--- src/rtl/seq_mult_ctrl.sv ---
// Purpose : radix-2 shift-add sequential multiplier with start/busy/done handshake.
// Latency : WIDTH cycles from the accepting edge to done; one result per WIDTH+1 cycles back-to-back.
// Backpressure: none; start is ignored while busy, with no queueing and no restart.
//
// Ports:
//   i_clk      rising-edge clock
//   i_rst      asynchronous active-low reset
//   i_clear    synchronous abort: back to IDLE and zero the product
//   i_start    request, sampled only when o_busy=0 (IDLE or DONE)
//   i_a, i_b   unsigned multiplicand / multiplier, captured on the accepting edge
//   o_busy     high while a multiplication is in progress
//   o_done     one-cycle pulse; o_product is valid from the same cycle
//   o_product  last completed result, held until the next completion, clear or reset
module seq_mult_ctrl #(
    parameter int WIDTH = 8
) (
    input  logic               i_clk,
    input  logic               i_rst,
    input  logic               i_clear,
    input  logic               i_start,
    input  logic [WIDTH-1:0]   i_a,
    input  logic [WIDTH-1:0]   i_b,
    output logic               o_busy,
    output logic               o_done,
    output logic [2*WIDTH-1:0] o_product
);

    localparam int CNT_W = $clog2(WIDTH + 1);

    typedef enum logic [1:0] {
        S_IDLE = 2'd0,
        S_CALC = 2'd1,
        S_DONE = 2'd2
    } state_t;

    state_t               r_state;
    logic [WIDTH-1:0]     r_mcand;
    logic [2*WIDTH-1:0]   r_p;
    logic [CNT_W-1:0]     r_cnt;
    logic                 r_busy;
    logic                 r_done;
    logic [2*WIDTH-1:0]   r_product;

    logic [WIDTH:0]       w_sum;
    logic [2*WIDTH-1:0]   w_p_next;

    // One shift-add step: the sum keeps its carry bit, which becomes the new
    // MSB of the accumulator after the logical right shift.
    always_comb begin
        w_sum = {1'b0, r_p[2*WIDTH-1:WIDTH]};
        if (r_p[0]) begin
            w_sum = {1'b0, r_p[2*WIDTH-1:WIDTH]} + {1'b0, r_mcand};
        end
        w_p_next = {w_sum, r_p[WIDTH-1:1]};
    end

    always_ff @(posedge i_clk or negedge i_rst) begin
        if (!i_rst) begin
            r_state   <= S_IDLE;
            r_mcand   <= '0;
            r_p       <= '0;
            r_cnt     <= '0;
            r_busy    <= 1'b0;
            r_done    <= 1'b0;
            r_product <= '0;
        end else if (i_clear) begin
            r_state   <= S_IDLE;
            r_cnt     <= '0;
            r_busy    <= 1'b0;
            r_done    <= 1'b0;
            r_product <= '0;
        end else begin
            case (r_state)
                S_IDLE, S_DONE: begin
                    // done is a single-cycle pulse in either case
                    r_done <= 1'b0;
                    if (i_start) begin
                        r_mcand <= i_a;
                        r_p     <= {{WIDTH{1'b0}}, i_b};
                        r_cnt   <= CNT_W'(WIDTH);
                        r_busy  <= 1'b1;
                        r_state <= S_CALC;
                    end else begin
                        r_busy  <= 1'b0;
                        r_state <= S_IDLE;
                    end
                end
                S_CALC: begin
                    r_p   <= w_p_next;
                    r_cnt <= r_cnt - 1'b1;
                    if (r_cnt == CNT_W'(1)) begin
                        // Last step: publish the freshly shifted accumulator.
                        r_product <= w_p_next;
                        r_busy    <= 1'b0;
                        r_done    <= 1'b1;
                        r_state   <= S_DONE;
                    end
                end
                default: begin
                    // Unreachable encoding: fall back to a quiet IDLE.
                    r_state <= S_IDLE;
                    r_busy  <= 1'b0;
                    r_done  <= 1'b0;
                end
            endcase
        end
    end

    assign o_busy    = r_busy;
    assign o_done    = r_done;
    assign o_product = r_product;

endmodule
--- config.mk ---
export PLATFORM = sky130hd
export DESIGN_NAME = seq_mult_ctrl
export DESIGN_NICKNAME = d
export VERILOG_FILES = /design/src/rtl/seq_mult_ctrl.sv
export SDC_FILE = /design/constraint.sdc
export NUM_CORES = 1
export LEC_CHECK = 0
export ABC_AREA = 1
export BUFFER_PORTS_ARGS = -buffer_cell sky130_fd_sc_hd__clkbuf_2
export CAP_MARGIN = 20
export CORE_MARGIN = 2
export CORE_UTILIZATION = 56
export CTS_CLUSTER_DIAMETER = 120
export DETAILED_ROUTE_END_ITERATION = 8
export PLACE_DENSITY = 0.79
export SLEW_MARGIN = 5
export SYNTH_ARGS = -nofsm -noshare
export SYNTH_HDL_FRONTEND = slang
export SYNTH_SLANG_ARGS = --single-unit
--- constraint.sdc ---
create_clock -name i_clk -period 1.97 [get_ports i_clk]
set_clock_uncertainty 0.05 [all_clocks]
set_input_delay 0.197 -clock i_clk [delete_from_list [all_inputs] [get_ports i_clk]]
set_output_delay 0.197 -clock i_clk [all_outputs]
set_load 0.02 [all_outputs]
Word-level counts from Yosys, hierarchy flattened --
Index checks and enable logic that the tools add are counted.
Word-level totals: output and inout port bits 18, word-level logic and storage cells 46, register bits 48
Operators by class: bitwise operators 1, equality and inequality tests 6, mux-type cells 20, reductions and logical operators 10, add/sub/neg operators 2
Operators with widths (number):
- 16-bit two-way mux | 4
- 16-bit case mux with 2 select lines | 1
- 8-bit by 8-bit adder with 9-bit output | 1
- 9-bit two-way mux | 1
- 4-bit two-way mux | 2
- 4-bit case mux with 2 select lines | 1
- 1-bit two-way mux | 7
- 3-bit != test, second input constant | 2
- 3-bit AND reduction | 2
- 2-bit nonzero test | 3
- 4-bit by 1-bit == test with 1-bit output, second input constant | 1
- 2-bit two-way mux | 2
- 2-bit case mux with 2 select lines | 1
- 2-bit AND reduction | 2
- 4-bit by 1-bit subtractor with 4-bit output, second input constant | 1
- 3-bit nonzero test | 1
- 2-bit by 1-bit == test with 1-bit output, second input constant | 1
- 2-bit == test, second input constant | 1
- 2-bit logical NOT | 1
- 2-bit != test, second input constant | 1
- 1-bit case mux with 2 select lines | 1
- 2-bit OR reduction | 1
- 1-bit NOT | 1

Longest topological paths before layout --
Gate-level depths: netlist (run 1).
depth after elaboration 5, gate-level depth with buffers 10, depth with buffers taken out 10

Worst setup path before layout (run 1) --
OpenSTA, ideal clock, no wires.
path type register to register, start point register r_mcand[0], end point register r_product[13] (netlist: o_product[13]), path buffers 0, data required time 1.803 ns, period minus slack after synthesis 1.683 ns, setup slack 0.287 ns, setup time 0.117 ns, arrival time 1.516 ns, cell stages (with the launch flop) 11, cell sequence dfrtp_1 -> ha_1 -> fa_1 -> nand2_1 -> nand3_1 -> nand3_1 -> nand2_1 -> nand2_1 -> nand3_1 -> nand3_1 -> nand2_1
Between the ends: longest elaborated chain between the ends 5
RTL lines:
- start, declared | RTL line 37 | logic [WIDTH-1:0] r_mcand;
- start signal, assigned | RTL line 78 | r_mcand <= i_a;
- 8-bit by 8-bit adder with 9-bit output | RTL line 52 | w_sum = {1'b0, r_p[2*WIDTH-1:WIDTH]} + {1'b0, r_mcand};
- 9-bit two-way mux | RTL line 51 | if (r_p[0]) begin
- 16-bit two-way mux | RTL line 91 | if (r_cnt == CNT_W'(1)) begin
- 16-bit two-way mux | RTL line 73 | case (r_state)
- 16-bit two-way mux | RTL line 66 | end else if (i_clear) begin
- end signal, assigned | RTL line 93 | r_product <= w_p_next;
- end, declared | RTL line 42 | logic [2*WIDTH-1:0] r_product;
Every way passes these cells. The select of a mux whose other input is x is not followed. A chain may end at the register's enable or synchronous reset.

Worst setup path in the final report (run 1) --
start point register r_mcand[0], end point register r_p[13]
Between the ends: longest elaborated chain between the ends 3
RTL lines:
- 8-bit by 8-bit adder with 9-bit output | RTL line 52
- 9-bit two-way mux | RTL line 51
- 16-bit case mux with 2 select lines | RTL line 73
- end signal, assigned | RTL line 79 | r_p <= {{WIDTH{1'b0}}, i_b};
- end signal, assigned | RTL line 89 | r_p <= w_p_next;
- end, declared | RTL line 38 | logic [2*WIDTH-1:0] r_p;
Every way passes these cells.

==> results list, run 1 <==
- Type of the tightest min-delay check: in2reg
- Adding up every negative setup slack in the final design gives 0 ps.
- VDD sags by at most 0.000467 V.
* Area growth, synth to finish: 14.3%
- The critical path goes through ha_1 > fa_1 > nand2_1 > nand3_2 > nand3_1 > nand2_1 > nand2_1 > nand3_1 > nand3_1 > nand2_1.
* Hold Violations, Final: 0
- Along the worst path, the maximum fanout reaches 3.
- Maximum number of pins on one net before global-route repair: 48
- Endpoint arrival time on the critical path: 1980 ps
- The net count of the finished layout is 351.
- CP Launch Type: register
- Synth Register Bits: 47
- 38 I/O pins were placed.
* Number of max-capacitance violations reported: 0
- Total DRC errors in the routed layout: 0
- Ys async rst share: 100%
* Clock buffer count from CTS: 5
- Worst Reg2Reg Path Length in Cells: 10
- In this run the worst setup path begins at r_mcand[0]$_DFFE_PN0P_.
- The number of antenna diodes in the final layout is 0.
- Pwr/cell area: 1040 nW/um2
- Die outline width: 70.4 um
- Primary flip-flop cell chosen by synthesis mapping: dfrtp_1
- Filler cells: 378
- RR Startpoint: r_mcand[0]$_DFFE_PN0P_
* Category of the most critical setup path: reg2reg
* Post-synth top area cell: dfrtp_1
- Clock latency on the worst-skew pair, taken at its later pin, is 310 ps.
- Placer congestion estimate: 0.885
- Final Cycle Share: 92.2%
- Via total after detailed routing: 1921
- Summed over all layers, the global routing overflow is 0.
* Total Die Area: 4960 um2
* Number of I/O port buffers: 37
- The initial antenna violation count came to 0.
- The detail route stage leaves a number of antenna-violating nets equal to 0.
- Count of non-filler cells in the finished layout: 373
- TritonCTS Sinks: 47
- Once the floorplan was initialized, standard cells occupied 57.6% of the core.
- Final setup violation count: 0
* Library cell contributing the largest single delay on the critical path: dfrtp_1
- Of the cells placed in the final design, the portion with a size suffix greater than 1 is 25.2%.
- Count of distinct cell types in the synthesized netlist: 30
* Status: complete, no violations
- CTS tree: done
- The critical path ends at r_p[13]$_DFFE_PN0P_.
* Final-report max-slew violation count: 0
* Post-synthesis instance area: 2470 um2
* Clk slew on worst S/H paths: 90 ps
- Worst-case clock buffer depth: 2
* Transition time at the pin with the least slew margin: 592 ps
* Setup repair after global routing missed its margin: no
- Total length of routed wires: 4940 um
* Net count after synthesis: 309
- Ranking of synthesized cells by area: dfrtp_1 (48%), nand2_1 (14%), ha_1 (5.1%)
- Y dimension of the die: 70.4 um
* Critical register-to-register path endpoint: r_p[13]$_DFFE_PN0P_
* Largest stage delay, worst path: 400 ps
* Count of flip-flops with a built-in enable after synthesis: 0
- Storage element area: 1180 um2
- Headroom to the max-slew limit came out at 60.5%.
* List of most frequent post-synthesis cells: nand2_1 (92), dfrtp_1 (47), inv_1 (27)
* Seq/Total Area, Yosys: 47.6%
* Internal reg-to-reg setup slack: 150 ps
- Detailed placement ended at an HPWL of 3510 um.
- Root buffer cell: clkbuf_8
* H-tree lvl count: 2
- Via count of the first global-routing pass: 1829
* First-pass GRT wire length: 8290 um
* Area share of the largest cell type after synthesis: 47.6%
- Overall global routing resource usage: 21.4%
* Mean instance size in the synthesized netlist: 8.89 um2
* Crit end category: register
* Wire length per cell: 13.2 um
- With fillers left out, the area of the finished cells amounts to 2830 um2.
- Number of vias per cell after detailed routing: 5.15
- Number of placed cells counting well taps: 364
- Crit-path most repeated cell: nand2_1
* Standard-cell row count: 24
- The core region is 4290 um2.
- Static timing analysis puts the maximum clock frequency at 550 MHz.
- Gate count of the mapped netlist: 278
- Worst Path Required: 2130 ps
* Leakage: 0.00154 uW
- In the final layout, the multi-input gates occupy 1130 um2.
* Final critical path time including I/O delays and setup: 1820 ps
- Drt first pass iters: 4
- YS warnings: 0
- Cell with the most instances after synthesis: nand2_1
- For this block, the initial DRC count from the detailed router was 102.
- Placed Instance Area: 2700 um2
power by group:
group          switching, uW  internal, uW  total (uW)  leakage [uW]
clock network            345           378         723     0.0000581
registers                132          1130        1260      0.000621
logic                    610           358         968      0.000857
logic make-up after synthesis:
logic type | Yosys count | share of synthesized area, %
simple gates | 133 | 26.2
flops | 47 | 47.6
compound gates | 45 | 12.3
buf+inv | 39 | 6.88
fa+ha+maj | 11 | 5.87
xor+xnor | 2 | 0.709
mux | 1 | 0.405
sequential cells by signal, indices dropped and copies added, names as in the netlist:
name,cells
r_cnt,4
o_done,1
r_mcand,8
r_p,16
r_state,2
o_product,16
cell type report:
type                            count  area share [%]
Clock buffer                        5            2.43
Clock inverter                      3            1.55
Inverter                           35            4.91
Multi-Input combinational cell    192            40.0
Sequential cell                    47            41.6
Tap cell                           52            2.30
Timing Repair Buffer               39            7.17
cell usage in the layout, fill, tap and decap left out, types with 2 or more instances in the layout:
master / count
nand2_1: 92
dfrtp_1: 47
clkbuf_2: 37
inv_1: 27
nand3_1: 22
o21ai_2: 13
o21ai_1: 11
ha_1: 10
o211ai_1: 7
inv_2: 6
o21ai_0: 6
nor2_1: 5
clkbuf_8: 5
a21oi_1: 4
or2_2: 4
nor2_8: 3
nand2_8: 2
o22ai_1: 2
nand3b_1: 2
metal layers:
layer,GRT usage (%),wire length (um),up-vias
met3,4.47,268,4
met5,0,0,-
met2,33.9,2270,48
met1,29.1,2330,883
met4,7.69,71,0
li1,-,-,986
worst min path at each step:
| stage | from | to | slack [ps] | depth (start not counted) |
|---|---|---|---|---|
| after floorplan | i_rst | o_done$_DFFE_PN0P_ | -150 | 0 |
| after global placement | i_rst | o_product[12]$_DFFE_PN0P_ | 270 | 2 |
| after detailed placement | i_rst | o_product[14]$_DFFE_PN0P_ | 290 | 2 |
| after CTS | i_a[3] | r_mcand[3]$_DFFE_PN0P_ | 30 | 3 |
| after global routing | i_a[7] | r_mcand[7]$_DFFE_PN0P_ | 40 | 3 |
| final | i_a[1] | r_mcand[1]$_DFFE_PN0P_ | 30 | 3 |
critical path: cells and delay by family (launching register included):
family                     cells  cell delay, ps
DFF                            1             400
and+or+nand+nor                8             660
adders and majority gates      2             620
metrics by stage:
stage | utilization [%] | hold slack, ps | power, uW | setup slack (ps)
floorplan | - | -149 | 2000 | 287
detailed placement | 62.8 | 286 | 2230 | 147
CTS | 65.7 | 32.9 | 2950 | 127
global placement | 62.8 | 271 | 2190 | 193
finish | 65.8 | 34.1 | 2950 | 153
global route | 65.8 | 39.2 | 3150 | 7.00
what timing repair did:
action / CTS / global route
endpoints found under the setup margin: 0 / 4
resized for setup: 0 / 1
endpoints found under the hold margin: 47 / 0
setup buffers: 0 / 0
hold buffers: 1 / 0
(Power assumes the default switching activity.)
==> run 2, diff against run 1 <==
--- a/config.mk
+++ b/config.mk
@@ -12,6 +12,7 @@
 export CORE_UTILIZATION = 56
 export CTS_CLUSTER_DIAMETER = 120
 export DETAILED_ROUTE_END_ITERATION = 8
+export MAX_ROUTING_LAYER = met4
 export PLACE_DENSITY = 0.79
 export SLEW_MARGIN = 5
 export SYNTH_ARGS = -nofsm -noshare
==> results list, run 2 (synthesized netlist as in run 1, its figures left out) <==
* Root buffer cell: clkbuf_8
- After filler insertion, the fill cell instance count of the layout stands at 378.
* Placeable core area: 4290 um2
* Type of the tightest min-delay check: in2reg
* Wire length per cell: 13.3 um
* Leading cell types in the layout, fill and taps excluded: nand2_1 (92), dfrtp_1 (47), clkbuf_2 (37)
* Crit end category: register
- Final critical path time including I/O delays and setup: 1820 ps
- CTS tree: done
- Count of non-filler cells in the finished layout: 373
- On the critical path the largest part of the delay comes from simple AND/OR/NAND/NOR gates.
- Total Die Area: 4960 um2
* First-pass GRT wire length: 8290 um
- Number of max-capacitance violations reported: 0
- Initial antenna violation count: 0
* Count of inserted antenna diode cells: 0
- For the worst setup path, the data arrival time is 1980 ps.
- The final layout contains 351 nets.
- Most frequent standard cell in the layout excluding fill and tap cells: nand2_1
- Maximum number of pins on one net before global-route repair: 48
- Worst Path Required: 2130 ps
- Of all nets on the critical path, the largest fanout is 3.
- Clock-pin slew was measured on the worst setup and hold paths at 90 ps.
- Initial standard-cell utilization of the core: 57.6%
- For this run, the slowest stage of the critical path takes 400 ps.
- HPWL Detailed: 3510 um
* WP buf/inv: 0
- Transition time at the pin with the least slew margin: 589 ps
* Pwr/cell area: 1040 nW/um2
- Number of I/O port buffers: 37
- Number of vias per cell after detailed routing: 5.18
* Final Cycle Share: 92.6%
- Traced cell by cell, the critical path runs through ha_1 > fa_1 > nand2_1 > nand3_2 > nand3_1 > nand2_1 > nand2_1 > nand3_1 > nand3_1 > nand2_1.
* Placer congestion estimate: 0.900
- In the final timing run, aggregate negative setup slack is 0 ps.
- Library cell contributing the largest single delay on the critical path: dfrtp_1
- Total congestion overflow: 0
- Setup Buffers After CTS: 0
- In this run the core area contains 24 standard-cell rows.
- Compared with the post-synthesis result, the final layout area differs by 14.3%.
* Drt first pass iters: 4
* Post-route antenna net violation count: 0
- Die outline width: 70.4 um
- Detailed Route Iter0 Violations: 105
- Maximum clock frequency: 548 MHz
- Worst skew pair latency: 310 ps
- H-tree lvl count: 2
- Category of the most critical setup path: reg2reg
* Leakage: 0.00154 uW
- Worst ir drop on vdd: 0.000468 V
* Storage element area: 1180 um2
- Final setup violation count: 0
- The final number of max-transition violations is 0.
- Global routing used 22.0% of the available tracks.
- Via total after detailed routing: 1931
- Setup repair after global routing left no endpoint under its margin.
* Crit-path most repeated cell: nand2_1
- Footprint of the multi-input gates: 1130 um2
- The count of final hold-check violations was 0.
- Fraction of final layout cells with drive strength greater than 1: 25.2%
* Total DRC errors in the routed layout: 0
* Status: complete, no violations
- Including well taps, the total number of placed cells is 364.
- Counting every sink on the clock net gives 47.
* IO Count: 38
* Clock buffer count from CTS: 5
- Total length of routed wires: 4950 um
- Worst-case clock buffer depth: 2
- STA classifies the critical path startpoint as a register.
- The via count of the first global-routing pass is 1829.
- At the end of the flow the core is filled with cells to 65.8%.
- Measured along the y axis, the die boundary spans 70.4 um.
- Slew Limit Headroom: 60.7%
## run 2: cell counts in the layout (fill, tap and decap cells not counted)
No cell type changed its count.
## run 2: per-stage QoR
| step | hold WS [ps] | total power [uW] | instance area [um2] | setup slack (ps) |
|---|---|---|---|---|
| 6_report | 32.0 | 2950 | 2830 | 146 |
| 5_1_grt | 39.2 | 3150 | 2830 | 6.99 |
| 3_5_place_dp | 286 | 2230 | 2700 | 147 |
| 3_3_place_gp | 271 | 2190 | 2700 | 193 |
| 2_1_floorplan | -149 | 2000 | 2470 | 287 |
| 4_1_cts | 32.9 | 2950 | 2820 | 127 |
## run 2: path summary, 6_finish.rpt
check | from | endpoint | slack, ps | depth (start not counted)
worst max-delay path | r_mcand[0]$_DFFE_PN0P_ | r_p[13]$_DFFE_PN0P_ | 150 | 10
min in group asynchronous | i_rst | o_product[14]$_DFFE_PN0P_ | 450 | 3
worst max register to register | r_mcand[0]$_DFFE_PN0P_ | r_p[13]$_DFFE_PN0P_ | 150 | 10
worst min-delay path | i_a[5] | r_mcand[5]$_DFFE_PN0P_ | 30 | 3
worst min register to register | o_product[13]$_DFFE_PN0P_ | o_product[13]$_DFFE_PN0P_ | 430 | 2
max in group asynchronous | i_rst | r_p[8]$_DFFE_PN0P_ | 1010 | 3
## run 2: repair_timing
item | 4_1_cts | 5_1_grt
gates resized for setup | 0 | 1
hold buffers | 1 | 0
endpoints found under the hold margin | 47 | 0
endpoints found under the setup margin | 0 | 4
## run 2: report_power, final
group	leakage, uW	internal, uW	switching (uW)
Clock	0.0000581	378	347
Sequential	0.000621	1130	131
Combinational	0.000857	358	611
Total	0.00154	1860	1090
## run 2: per-layer routing
metal	track usage (%)	wire, um	vias up
met1	29.2	2310	885
met2	33.9	2240	57
li1	-	-	985
met4	7.69	65	0
met3	4.47	324	4
met5	-	0	-
## run 2: cell type report
cell class                 count  share of cell area (%)
clock buffer                   5                    2.43
clock inverter                 3                    1.55
inverter                      35                    4.91
multi-input combinational    192                    40.0
sequential                    47                    41.6
tap                           52                    2.30
timing repair buffer          39                    7.17
## run 2: tightest hold or removal path, cell delays in order
cell	delay (ps)
clkbuf_2	70
nand2_1	40
nand2_1	50
==> run 3, diff against run 2 <==
--- a/config.mk
+++ b/config.mk
@@ -14,6 +14,7 @@
 export DETAILED_ROUTE_END_ITERATION = 8
 export MAX_ROUTING_LAYER = met4
 export PLACE_DENSITY = 0.79
+export SETUP_SLACK_MARGIN = 0.5
 export SLEW_MARGIN = 5
 export SYNTH_ARGS = -nofsm -noshare
 export SYNTH_HDL_FRONTEND = slang
==> constraint.sdc (replaced) <==
create_clock -name i_clk -period 1.92 [get_ports i_clk]
set_clock_uncertainty 0.05 [all_clocks]
set_input_delay 0.192 -clock i_clk [delete_from_list [all_inputs] [get_ports i_clk]]
set_output_delay 0.192 -clock i_clk [all_outputs]
set_load 0.02 [all_outputs]
==> results list, run 3 (synthesized netlist as in run 1, its figures left out) <==
* Status: complete, no violations
* Leakage: 0.00168 uW
- Met1 Usage GRT: 31.0%
* Die outline width: 70.4 um
* Busiest layer in global routing: met2
* Net total in the final layout: 373
- For met2 alone, demand over resource in global routing was 38.5%.
- The floorplan step defined a die boundary enclosing 4960 um2.
- Cell-by-cell trace of the critical path: ha_2 > fa_2 > nand2_2 > nand3_4 > nand3_4 > nand2_4 > nand2_2 > nand3_2 > nand3_2 > nand2_1
- In this run the core area contains 24 standard-cell rows.
- The via count of the first global-routing pass was 1939.
* Final-report max-slew violation count: 0
- After detailed routing, the average wire length per cell comes to 14.9 um.
- In this run, CTS created clock tree buffers numbering 5.
- Fin util: 75.4%
- The design draws 3440 uW.
- Total congestion overflow: 0
* Placer congestion estimate: 0.885
- Maximum clock frequency: 562 MHz
- Post-route antenna net violation count: 0
- Setup total negative slack on the finished layout was measured at 0 ps.
- For this run, design rule violations remaining after detail routing come to 0.
- Crit end category: register
- Counting both buffers and inverters, the worst setup path holds a total of 0.
- The detailed router placed 2098 vias in this run.
- For the pin with the worst max-slew slack, the measured transition is 630 ps.
* Final Cycle Share: 92.6%
- Number of max-capacitance violations reported: 0
- Largest stage delay, worst path: 400 ps
- Setup repair after global routing missed its margin: yes
* Library cell contributing the largest single delay on the critical path: dfrtp_1
- Setup slack closes at 141 ps.
* Number of vias per cell after detailed routing: 5.31
* Category of the most critical setup path: reg2reg
- Initial antenna violation count: 0
* Clk slew on worst S/H paths: 90 ps
- Post-placement worst setup slack: 173 ps
- The die is 70.4 um tall.
- Worst skew pair latency: 300 ps
* Area growth, synth to finish: 30.9%
- Type of the tightest min-delay check: in2reg
- First-pass GRT wire length: 9060 um
* Slew Limit Headroom: 58.0%
* CTS tree: done
- Final setup violation count: 0
* Fraction of final layout cells with drive strength greater than 1: 40.2%
* Worst ir drop on vdd: 0.000486 V
- Global routing used 23.9% of the available tracks.
* Drt first pass iters: 4
* Maximum fanout along the worst path: 3
- In this run the standard cell core region covers 4290 um2.
- Pwr/cell area: 1060 nW/um2
* Maximum number of pins on one net before global-route repair: 27
- At the worst endpoint, the arrival time is 1930 ps.
* TritonCTS Sinks: 47
- The library cells used most frequently in the layout, excluding fill and tap cells, are nand2_1 (80), dfrtp_1 (46), clkbuf_2 (37).
- The repair_antennas step left the layout with diodes totalling 0.
- Root buffer cell: clkbuf_8
* Detailed Route Iter0 Violations: 144
- Port buffering added 37 buffers.
- The H-tree was split into 2 levels.
* Worst Path Required: 2070 ps
* Total length of routed wires: 5890 um
- IO Count: 38
- HPWL Detailed: 3700 um
* Worst-case clock buffer depth: 2
* Delay-heaviest family, CP: simple AND/OR/NAND/NOR gates
- Met3 demand-to-capacity share in global routing: 3.75%
- Initial standard-cell utilization of the core: 57.6%
- Most frequent standard cell in the layout excluding fill and tap cells: nand2_1
- Hold Violations, Final: 0
* Final critical path time including I/O delays and setup: 1780 ps
- The worst setup path is launched from a register.
- Across all hold checks on the routed design, the worst slack comes to 28.1 ps.
==> run 3: cell types whose count changed in the layout (fill, tap and decap cells not counted), moves of 5 or more <==
| cell | delta |
|---|---|
| buf_4 | +18 |
| nand2_1 | -12 |
| nand2_2 | +10 |
| nand3_1 | -9 |
| nand3_2 | +7 |
| ha_1 | -6 |
| ha_4 | +5 |
==> run 3: worst min-delay path, stage by stage <==
cell and delay, ps:
clkbuf_2 70, nand2_1 40, nand2_1 50
==> run 3: what timing repair did <==
action,CTS,global route
gates resized for setup,17,26
cloned,0,2
setup buffers,11,8
endpoints found under the setup margin,27,34
pin swaps,18,12
endpoints found under the hold margin,24,0
hold buffers,1,0
==> run 3: per-layer routing <==
metal,wire (um),part of all wire (%)
met1,2670,45
met2,2840,48
met3,246,4.2
met4,131,2.2
met5,0,0
==> run 3: report_power, final <==
part / switching [uW] / internal, uW / total (uW)
combinational: 790 / 585 / 1380
sequential: 156 / 1160 / 1310
clock: 359 / 393 / 752
total: 1310 / 2140 / 3440
==> run 3: final cells by class <==
type                       instances  area [um2]
clock buffer                       5        68.8
clock inverter                     3        46.3
fill                             290        1060
inverter                          35         151
multi-input combinational        192        1330
sequential                        47        1180
tap                               52        65.1
timing repair buffer              60         394
timing repair inverter             1        6.26
==> run 3: stage by stage <==
stage          cell area (um2)  cells
2_1_floorplan             2550    278
3_3_place_gp              2780    365
3_5_place_dp              2780    365
4_1_cts                   3060    385
5_1_grt                   3240    395
6_report                  3240    395
==> run 3: final timing paths <==
path / from / end / slack [ps] / cells past startpoint
min in group asynchronous: i_rst / o_product[5]$_DFFE_PN0P_ / 380 / 2
max in group asynchronous: i_rst / r_mcand[7]$_DFFE_PN0P_ / 810 / 3
worst max-delay path: r_mcand[0]$_DFFE_PN0P_ / r_p[15]$_DFFE_PN0P_ / 140 / 10
worst max register to register: r_mcand[0]$_DFFE_PN0P_ / r_p[15]$_DFFE_PN0P_ / 140 / 10
worst min register to register: o_product[14]$_DFFE_PN0P_ / o_product[14]$_DFFE_PN0P_ / 440 / 2
worst min-delay path: i_a[2] / r_mcand[2]$_DFFE_PN0P_ / 30 / 3
